==> src/rtl/cosim_rr_sched.sv <==
// ---------------------------------------------------------------------------
// cosim_rr_sched
//   Shares one WIDTH-bit output datapath among NREQ requesters. At most one
//   requester is granted per cycle and its beat is captured into a single-entry
//   output register with a valid/ready handshake. Arbitration is round-robin
//   (MODE=1) or fixed lowest-index priority (MODE=0). Once a source has a beat
//   accepted without req_last, the grant stays locked to that source until its
//   last beat is accepted, so packets are never interleaved.
//
// Ports
//   clk        clock, all state updates on the rising edge
//   rst_n      asynchronous active-low reset
//   req_valid  per-requester beat valid
//   req_last   per-requester last-beat flag (qualified by req_valid)
//   req_data   requester i's beat in bits [i*WIDTH +: WIDTH]
//   req_ready  one-hot (or zero) grant; combinational from req_valid, state
//              and out_ready
//   out_valid  output register holds a beat
//   out_data   registered beat
//   out_src    index of the requester that supplied out_data
//   out_last   registered req_last of the accepted beat
//   out_ready  downstream accepts the held beat
//   locked     grant is held mid-packet
// ---------------------------------------------------------------------------
module cosim_rr_sched #(
    parameter int NREQ  = 4,
    parameter int WIDTH = 128,
    parameter int MODE  = 1
) (
    input  logic                     clk,
    input  logic                     rst_n,
    input  logic [NREQ-1:0]          req_valid,
    input  logic [NREQ-1:0]          req_last,
    input  logic [NREQ*WIDTH-1:0]    req_data,
    output logic [NREQ-1:0]          req_ready,
    output logic                     out_valid,
    output logic [WIDTH-1:0]         out_data,
    output logic [$clog2(NREQ)-1:0]  out_src,
    output logic                     out_last,
    input  logic                     out_ready,
    output logic                     locked
);

    localparam int SW = $clog2(NREQ);

    typedef enum logic {
        UNLOCKED = 1'b0,
        LOCKED   = 1'b1
    } lock_state_t;

    // Registered state
    lock_state_t       r_lock_state;
    logic [SW-1:0]     r_lock_src;
    logic [SW-1:0]     r_rr_ptr;
    logic              r_out_valid;
    logic [WIDTH-1:0]  r_out_data;
    logic [SW-1:0]     r_out_src;
    logic              r_out_last;

    // Next-state values
    lock_state_t       w_lock_state_next;
    logic [SW-1:0]     w_lock_src_next;
    logic [SW-1:0]     w_rr_ptr_next;
    logic              w_out_valid_next;
    logic [WIDTH-1:0]  w_out_data_next;
    logic [SW-1:0]     w_out_src_next;
    logic              w_out_last_next;

    // Arbitration
    logic              w_sel_found;   // arbiter result ignoring the lock
    logic [SW-1:0]     w_sel_idx;
    logic              w_found;       // final candidate after the lock
    logic [SW-1:0]     w_cand;
    logic              w_can_load;
    logic              w_xfer;
    logic [WIDTH-1:0]  w_data_arr [NREQ];

    // -----------------------------------------------------------------------
    // Arbiter selected at elaboration time
    // -----------------------------------------------------------------------
    generate
        if (MODE == 1) begin : g_rr
            // Scan starts one past the last granted source and wraps, so the
            // most recently served requester has the lowest priority.
            logic [SW-1:0] w_idx;
            always_comb begin
                w_sel_found = 1'b0;
                w_sel_idx   = '0;
                w_idx       = '0;
                for (int k = 1; k <= NREQ; k++) begin
                    w_idx = SW'((int'(r_rr_ptr) + k) % NREQ);
                    if (!w_sel_found && req_valid[w_idx]) begin
                        w_sel_found = 1'b1;
                        w_sel_idx   = w_idx;
                    end
                end
            end
        end else begin : g_fp
            always_comb begin
                w_sel_found = 1'b0;
                w_sel_idx   = '0;
                for (int i = 0; i < NREQ; i++) begin
                    if (!w_sel_found && req_valid[i]) begin
                        w_sel_found = 1'b1;
                        w_sel_idx   = SW'(i);
                    end
                end
            end
        end
    endgenerate

    // While locked only the owning source may transfer; if it has dropped
    // req_valid nobody is granted.
    always_comb begin
        w_found = w_sel_found;
        w_cand  = w_sel_idx;
        if (r_lock_state == LOCKED) begin
            w_found = req_valid[r_lock_src];
            w_cand  = r_lock_src;
        end
    end

    assign w_can_load = !r_out_valid || out_ready;
    assign w_xfer     = w_can_load && w_found;

    generate
        for (genvar gi = 0; gi < NREQ; gi++) begin : g_req
            assign w_data_arr[gi] = req_data[gi*WIDTH +: WIDTH];
            assign req_ready[gi]  = w_xfer && (w_cand == SW'(gi));
        end
    endgenerate

    // -----------------------------------------------------------------------
    // Next-state logic
    // -----------------------------------------------------------------------
    always_comb begin
        w_lock_state_next = r_lock_state;
        w_lock_src_next   = r_lock_src;
        w_rr_ptr_next     = r_rr_ptr;
        w_out_valid_next  = r_out_valid;
        w_out_data_next   = r_out_data;
        w_out_src_next    = r_out_src;
        w_out_last_next   = r_out_last;

        if (w_xfer) begin
            // A load may coincide with a drain: back-to-back with no bubble.
            w_out_valid_next = 1'b1;
            w_out_data_next  = w_data_arr[w_cand];
            w_out_src_next   = w_cand;
            w_out_last_next  = req_last[w_cand];
            w_rr_ptr_next    = w_cand;
            if (req_last[w_cand]) begin
                w_lock_state_next = UNLOCKED;
            end else begin
                w_lock_state_next = LOCKED;
                w_lock_src_next   = w_cand;
            end
        end else if (r_out_valid && out_ready) begin
            w_out_valid_next = 1'b0;
        end
    end

    // -----------------------------------------------------------------------
    // State register
    // -----------------------------------------------------------------------
    always_ff @(posedge clk or negedge rst_n) begin
        if (!rst_n) begin
            r_lock_state <= UNLOCKED;
            r_lock_src   <= '0;
            r_rr_ptr     <= SW'(NREQ - 1);
            r_out_valid  <= 1'b0;
            r_out_data   <= '0;
            r_out_src    <= '0;
            r_out_last   <= 1'b0;
        end else begin
            r_lock_state <= w_lock_state_next;
            r_lock_src   <= w_lock_src_next;
            r_rr_ptr     <= w_rr_ptr_next;
            r_out_valid  <= w_out_valid_next;
            r_out_data   <= w_out_data_next;
            r_out_src    <= w_out_src_next;
            r_out_last   <= w_out_last_next;
        end
    end

    assign out_valid = r_out_valid;
    assign out_data  = r_out_data;
    assign out_src   = r_out_src;
    assign out_last  = r_out_last;
    assign locked    = (r_lock_state == LOCKED);

endmodule
==> config.mk <==
export PLATFORM = sky130hd
export DESIGN_NAME = cosim_rr_sched
export DESIGN_NICKNAME = d
export VERILOG_FILES = /design/src/rtl/cosim_rr_sched.sv
export SDC_FILE = /design/constraint.sdc
export NUM_CORES = 1
export LEC_CHECK = 0
export BUFFER_PORTS_ARGS = -buffer_cell sky130_fd_sc_hd__buf_2
export CAP_MARGIN = 20
export CORE_AREA = 4 4 257 259
export CTS_CLUSTER_DIAMETER = 80
export DETAILED_ROUTE_END_ITERATION = 8
export DIE_AREA = 0 0 261 263
export PLACE_DENSITY = 0.35
export SLEW_MARGIN = 30
export SYNTH_ARGS = -nofsm -noshare
export SYNTH_HDL_FRONTEND = slang
export SYNTH_SLANG_ARGS = --single-unit
==> constraint.sdc <==
create_clock -name clk -period 3.2 [get_ports clk]
set_clock_uncertainty 0.1 [all_clocks]
set_input_delay 0.8 -clock clk [delete_from_list [all_inputs] [get_ports clk]]
set_output_delay 0.8 -clock clk [all_outputs]
set_load 0.005 [all_outputs]
==> metrics.md, run 1 <==
| Metric | Value |
|---|---|
| Status | completed |
| Peak Freq | approximately 320 MHz |
| CP max FO | 5 |
| Multi-input logic area | 4610 sq um |
| WL final | 47.3 mm |
| Hold Buf Count CTS | 0 |
| Leakage | 6.78 nW |
| Final Cell Area | 13,700 sq um |
| Critical path required time | 2.30 ns |
| Critical path endpoint category | output pin |
| Tot GR Track Use | 13.1% |
| Worst slew pin tran | 0.845 ns |
| Post-synth net total | 1,376 |
| Post-synth EDFFs | 0 |
| Clock latency at the later pin of the worst-skew pair | 0.47 ns |
| Worst VDD drop | between 0.0005 and 0.0006 V |
| DR vias/cell | 3.95 |
| Post-synthesis sequential area ratio | 41.0% |
| Avg WL per Cell | 19.8 um |
| Layout Utilization | 21.5% |
| Clk root buf | clkbuf_16 |
| Hold Path Class | in -> async |
| Vias in the first global route | ~10,000 |
| Post-DP HPWL | approximately 38 mm |
| Seq. cell area | roughly 3400 sq um |
| Startpoint Class | input port |
| Clock Pin Slew Worst Setup and Hold Paths | around 0.07 ns |
| Pre-antenna DRT Iters | 6 |
| Gr ovfl total | 0 |
| DP Cell Count | between 2,000 and 2,500 |
| WS Path Type | in -> out |
| Area Overhead vs Synth | 63.9% |
| Top Usage Layer GRT | met2 |
| WP data arrival | 2.26 ns |
| Commonest register cell after synthesis | dfrtp_1 |
| Drt initial violations | 414 |
| IO Port Bufs | 659 |
| First-pass GRT wire length | 66.7 mm |
| Area of the core | between 60,000 and 70,000 sq um |
| Sink Count | 137 |
| M1 GR Usage | between 10% and 20% |
| Final GP Congestion | between 0.8 and 0.9 |
| Commonest cells after routing, fill and taps aside | buf_2 (657), nand2_1 (264), dfrtp_1 (135) |
| Top cell type's share of synthesized area | 40.4% |
| Syn Inst Count | 853 |
| Clock buffer depth | 2 |
| Yosys top cell by area | dfrtp_1 |
| Post-placement cell area | 12,900 sq um |
| Layout cells sized above 1 | 55.0% |
| Synth top area cells | dfrtp_1 (40%), mux4_2 (15%), nand2_1 (12%), mux2_1 (5.0%), a31oi_1 (3.5%) |
| Max cap viols | 0 |
| Num rows | 93 |
| Die Span Y | between 200 and 300 um |
| Final setup viols | 0 |
| Io pins | 660 |
| Syn Area/Cell | 9.81 sq um |
| Starting Density | 13.1% |
| CTS tree | done |
| Antenna-violating nets left | 0 |
| Asr flop ratio synth | 100% |
| Slew Viols, Final | 0 |
| DR DRC count | 0 |
| Fin nets | 2,042 |
| Flop and latch count out of synthesis | 137 |
| Setup repair after global routing missed its margin | yes |
| Final Hold Slack | 0.219 ns |
| Fill cell count | 7,191 |
| CTS HTree Levels | 4 |
| Distinct cells, synth | 40 |
| Cts bufs inserted | 17 |
| Die X | between 200 and 300 um |
| Pwr Total | 14.3 mW |
| Die area | 68,600 sq um |
| Largest net degree at the start of global routing | 60 |
| Hold Violations, Final | 0 |
| M2 GR Usage | 22.1% |
| Via count | 9,447 |
| Slew margin rel. | a little over two fifths |
| Syn Std Cell Area | ~8400 sq um |
| Post-route insts no fill | around 2,400 |
| Initial antenna violation count | 1 |
| Most common cell after layout, fill and taps aside | buf_2 |
| Met3 Track Usage GR | roughly 3.2% |
| Tcrit/Tclk final | 98.7% |
| Synth warn | 0 |
| Cell Pwr Density | 1050 nW/um^2 |
| Tmin final | 3.16 ns |
-- critical path, cell delays in order --
cell and delay (ns):
buf_2 0.12, buf_4 0.15, mux4_2 0.45, o22ai_2 0.16, buf_4 0.15, nand2b_4 0.22, nor3_4 0.07, buf_2 0.13
-- metrics by stage --
stage               setup TNS, ns  setup WS [ns]
floorplan                       0         0.0177
global placement          -0.0670        -0.0482
detailed placement        -0.0720        -0.0439
CTS                        -0.103        -0.0516
global route               -0.113        -0.0339
finish                          0         0.0427
-- cell families after synthesis --
group	count (synthesis)	share of synthesized area [%]
AND/OR/NAND/NOR	312	14.6
AO/OA/AOI/OAI	196	14.6
flip-flops	137	41.0
multiplexers	130	24.5
buffers and inverters	78	5.34
-- cell usage after synthesis, types with 5 or more instances --
cell	instances
nand2b_1	5
o21ai_1	20
o21ai_0	10
buf_6	12
dfrtp_1	135
nand2_1	265
nor2_1	32
mux2_2	9
mux4_2	55
mux2i_1	28
clkbuf_1	34
a21oi_1	31
o22ai_1	47
buf_2	18
buf_4	11
a31oi_1	47
mux2_1	37
a22oi_1	28
-- path summary, 6_finish.rpt --
path	slack, ns	end	startpoint	cells past startpoint
worst max-delay path	0.04	req_ready[1]	req_valid[2]	8
worst min-delay path	0.22	out_data[22]	rst_n	1
worst max register to register	0.24	out_data[8]	r_rr_ptr[1]	9
worst min register to register	0.36	out_data[55]	out_data[55]	2
max in group asynchronous	2.09	r_rr_ptr[1]	rst_n	2
min in group clk	0.36	out_data[55]	out_data[55]	2
-- power breakdown --
part | total (mW) | switching (mW) | internal [mW]
Sequential | 3.18 | 0.526 | 2.65
Combinational | 8.91 | 4.84 | 4.08
Clock | 2.26 | 0.905 | 1.35
Total | 14.3 | 6.27 | 8.08
-- layout make-up --
type	instances	area share, %
antenna	4	0.0730
timing repair buffer	724	28.8
clock buffer	19	3.30
tap	855	7.80
sequential	137	25.0
multi-input combinational	638	33.6
clock inverter	13	1.39
inverter	1	0.0274
-- sequential cells by signal, summed over array words and instances (netlist names) --
name        cells
out_data      128
r_rr_ptr        2
locked          1
out_last        1
out_src         2
r_lock_src      2
out_valid       1
-- metal layers --
layer	vias up	share of wire, %
met2	343	50
met3	38	6.5
met1	4635	42
li1	4431	-
met5	-	0
met4	0	1.6
-- what timing repair did --
action	in CTS	in global routing
pin swaps	7	4
setup endpoints to repair	4	4
buffers inserted	7	2
gates resized for setup	8	9
Power figures use the tool's default switching activity.
==> run 2: changes to the inputs <==
--- a/config.mk
+++ b/config.mk
@@ -5,13 +5,14 @@
 export SDC_FILE = /design/constraint.sdc
 export NUM_CORES = 1
 export LEC_CHECK = 0
+export ABC_AREA = 1
 export BUFFER_PORTS_ARGS = -buffer_cell sky130_fd_sc_hd__buf_2
 export CAP_MARGIN = 20
-export CORE_AREA = 4 4 257 259
+export CORE_AREA = 4 4 254 256
 export CTS_CLUSTER_DIAMETER = 80
 export DETAILED_ROUTE_END_ITERATION = 8
-export DIE_AREA = 0 0 261 263
-export PLACE_DENSITY = 0.35
+export DIE_AREA = 0 0 258 260
+export PLACE_DENSITY = 0.39
 export SLEW_MARGIN = 30
 export SYNTH_ARGS = -nofsm -noshare
 export SYNTH_HDL_FRONTEND = slang
==> run 2 against run 1 <==
Power is 38% higher; the flow now finishes with violations (negative setup slack); sequential power is 3% higher; die area is 2.3% lower; area after synthesis is 19% higher; fmax is 1.4% lower; clock-buffer cell count is 2 lower; core utilization is 2.7 points higher; first-iteration DRC count is 100% higher; cell area is 10% higher.
==> metrics.md, run 2 <==
| Metric | Value |
|---|---|
| Status | finished, violations left |
| Failing checks | negative setup slack |
| Worst slew pin tran | 0.721 ns (-0.125 ns) |
| Top Usage Layer GRT | met2 |
| Synth warn | 0 (unchanged) |
| WP data arrival | 2.30 ns (+0.04 ns) |
| Starting Density | 15.9% (+2.8 points) |
| Commonest register cell after synthesis | dfrtp_1 |
| Met3 Track Usage GR | 3.47% (+0.29 points) |
| Post-route setup slack | -0.00285 ns (-0.0456 ns) |
| Synth top area cells | dfrtp_1 (34%), nand3_1 (24%), nand2_1 (23%), nor2_1 (5.7%), buf_2 (2.9%) |
| Drt initial violations | 834 (+100%) |
| Num rows | 92 (-1.1%) |
| Syn Std Cell Area | 9930 sq um (+19%) |
| Max reg flops | 128 (unchanged) |
| Clk root buf | clkbuf_16 |
| Io pins | 660 (unchanged) |
| Syn Area/Cell | 6.13 sq um (-37%) |
| Vias in the first global route | 12,800 (+30%) |
| Final setup viols | 1 (+1) |
| DR DRC count | 0 (unchanged) |
| Gr ovfl total | 0 (unchanged) |
| Initial antenna violation count | 11 (+10) |
| Via count | 13,100 (+39%) |
| Worst VDD drop | 0.00134 V (+130%) |
| Flop and latch count out of synthesis | 137 (unchanged) |
| Die X | 258 um (-1.1%) |
| IO Port Bufs | 659 (unchanged) |
| Fin nets | 2,757 (+35%) |
| Largest net degree at the start of global routing | 143 (+140%) |
| Hold Path Class | in -> async |
| CTS tree | done |
| Tcrit/Tclk final | 100% (+1.4 points) |
| Layout cells sized above 1 | 37.0% (-18 points) |
| Avg WL per Cell | 17.6 um (-11%) |
| Commonest cells after routing, fill and taps aside | buf_2 (657), nand2_1 (590), nand3_1 (465) |
| Critical path endpoint category | output pin |
| M1 GR Usage | 18.7% (+2.0 points) |
| M2 GR Usage | 26.5% (+4.4 points) |
| Multi-input logic area | 5780 sq um (+25%) |
| Clock latency at the later pin of the worst-skew pair | 0.47 ns (about the same) |
| Asr flop ratio synth | 100% (unchanged) |
| Die Span Y | 260 um (-1.1%) |
| Slew margin rel. | 51.9% (+8.3 points) |
| Tot GR Track Use | 15.3% (+2.2 points) |
| Startpoint Class | flip-flop |
| Reg2reg path depth | 16 (+7) |
| Area of the core | 62,500 sq um (-2.2%) |
| Max cap viols | 0 (unchanged) |
| Most common cell after layout, fill and taps aside | buf_2 |
| Post-synthesis sequential area ratio | 34.6% (-6.5 points) |
| Peak Freq | 312 MHz (-1.4%) |
| Pre-antenna DRT Iters | 5 (-1) |
| Cts bufs inserted | 17 (unchanged) |
| Tmin final | 3.20 ns (+0.0456 ns) |
| Post-synth EDFFs | 0 (unchanged) |
| Syn Inst Count | 1,619 (+90%) |
| Most numerous cell in the Yosys netlist | nand2_1 |
| Cell Pwr Density | 1310 nW/um^2 (+26%) |
| First-pass GRT wire length | 78.7 mm (+18%) |
| DP Cell Count | 3,050 (+30%) |
| Leakage | 8.30 nW (+22%) |
| Seq. cell area | 3430 sq um (unchanged) |
| Most instantiated cells after synthesis | nand2_1 (601), nand3_1 (469), nor2_1 (150) |
| Sink Count | 137 (unchanged) |
| Hold Violations, Final | 0 (unchanged) |
| Die area | 67,100 sq um (-2.3%) |
| CP max FO | 6 (+1) |
| WL final | 54.6 mm (+15%) |
| Post-synth net total | 2,142 (+56%) |
| Setup repair after global routing missed its margin | yes |
| DR vias/cell | 4.23 (+7.1%) |
| Post-DP HPWL | 42.4 mm (+12%) |
| Distinct cells, synth | 26 (-35%) |
| Pwr Total | 19.8 mW (+38%) |
| Area Overhead vs Synth | 52.2% |
| Post-route insts no fill | 3,101 (+30%) |
| Top cell type's share of synthesized area | 34.0% (-6.4 points) |
| Clock Pin Slew Worst Setup and Hold Paths | 0.07 ns (about the same) |
| Setup_tns | -0.00285 ns (-0.00285 ns) |
| Yosys top cell by area | dfrtp_1 |
| Layout Utilization | 24.2% (+2.7 points) |
| Slew Viols, Final | 0 (unchanged) |
| CTS HTree Levels | 4 (unchanged) |
| Final GP Congestion | 0.901 (+8.3%) |
| Critical path required time | 2.30 ns (about the same) |
| WS Path Type | reg -> out |
| Clock buffer depth | 2 (unchanged) |
| Antenna-violating nets left | 0 (unchanged) |
| Fill cell count | 7,187 (-0.056%) |
[run 2: logic make-up (layout without fill, tap and decap cells)]
logic type | after synthesis | in the layout | synth area share [%]
other cells | 0 | 8 | 0
flops | 137 | 137 | 34.6
compound gates | 11 | 11 | 0.605
buf+inv | 191 | 819 | 8.82
simple gates | 1280 | 1280 | 56.0
[run 2: repair_timing]
item | in CTS | in global routing
setup buffers | 6 | 5
pin swaps | 7 | 16
endpoints found under the setup margin | 4 | 4
hold buffers | 0 | 0
resized for setup | 19 | 19
[run 2: where the power goes]
group          leakage (nW)  total [mW]  internal (mW)  switching, mW
registers              1.61        3.26           2.76          0.497
logic                  6.40        14.5           5.13           9.37
clock network         0.294        2.08           1.06           1.03
[run 2: area by class of cell]
type | count | area share, %
clock inverter | 15 | 1.10
inverter | 64 | 1.69
tap | 846 | 7.00
sequential | 137 | 22.7
clock buffer | 17 | 2.82
multi-input combinational | 1291 | 38.2
timing repair buffer | 723 | 26.3
antenna | 8 | 0.132
[run 2: worst paths after layout]
kind	start	to	slack, ns
max in group asynchronous	rst_n	out_data[92]	2.17
worst min register to register	out_data[77]	out_data[77]	0.38
min in group clk	out_data[77]	out_data[77]	0.38
worst min-delay path	rst_n	out_data[15]	0.18
worst max-delay path	r_rr_ptr[0]	req_ready[0]	-0.003
worst max register to register	r_rr_ptr[0]	out_data[106]	0.29
[run 2: worst max-delay path, cell delays in order, from the launching register on]
cell and delay [ns]:
dfstp_2 0.61, buf_6 0.15, nand2_2 0.05, nand2_2 0.09, nand2_2 0.07, nand2_4 0.09
nor2_2 0.04, nor2_1 0.10, nand2_1 0.09, nand3_4 0.10, nand2_8 0.07, nor2_4 0.11
inv_4 0.06, nor2_4 0.09, buf_2 0.12
[run 2: metrics by stage]
| step | setup slack (ns) | instance area [sq um] | hold slack [ns] |
|---|---|---|---|
| floorplan | 0.246 | 9930 | 0.358 |
| global placement | 0.0489 | 14300 | 0.358 |
| detailed placement | 0.0407 | 14300 | 0.361 |
| CTS | -0.0777 | 15000 | 0.179 |
| global route | -0.143 | 15100 | 0.185 |
| finish | -0.00285 | 15100 | 0.181 |
[run 2: routing by layer]
layer  wire [um]  vias up
met4        1370        4
li1            -     6436
met5          27        -
met2       27800      430
met1       22400     6183
met3        3030       68
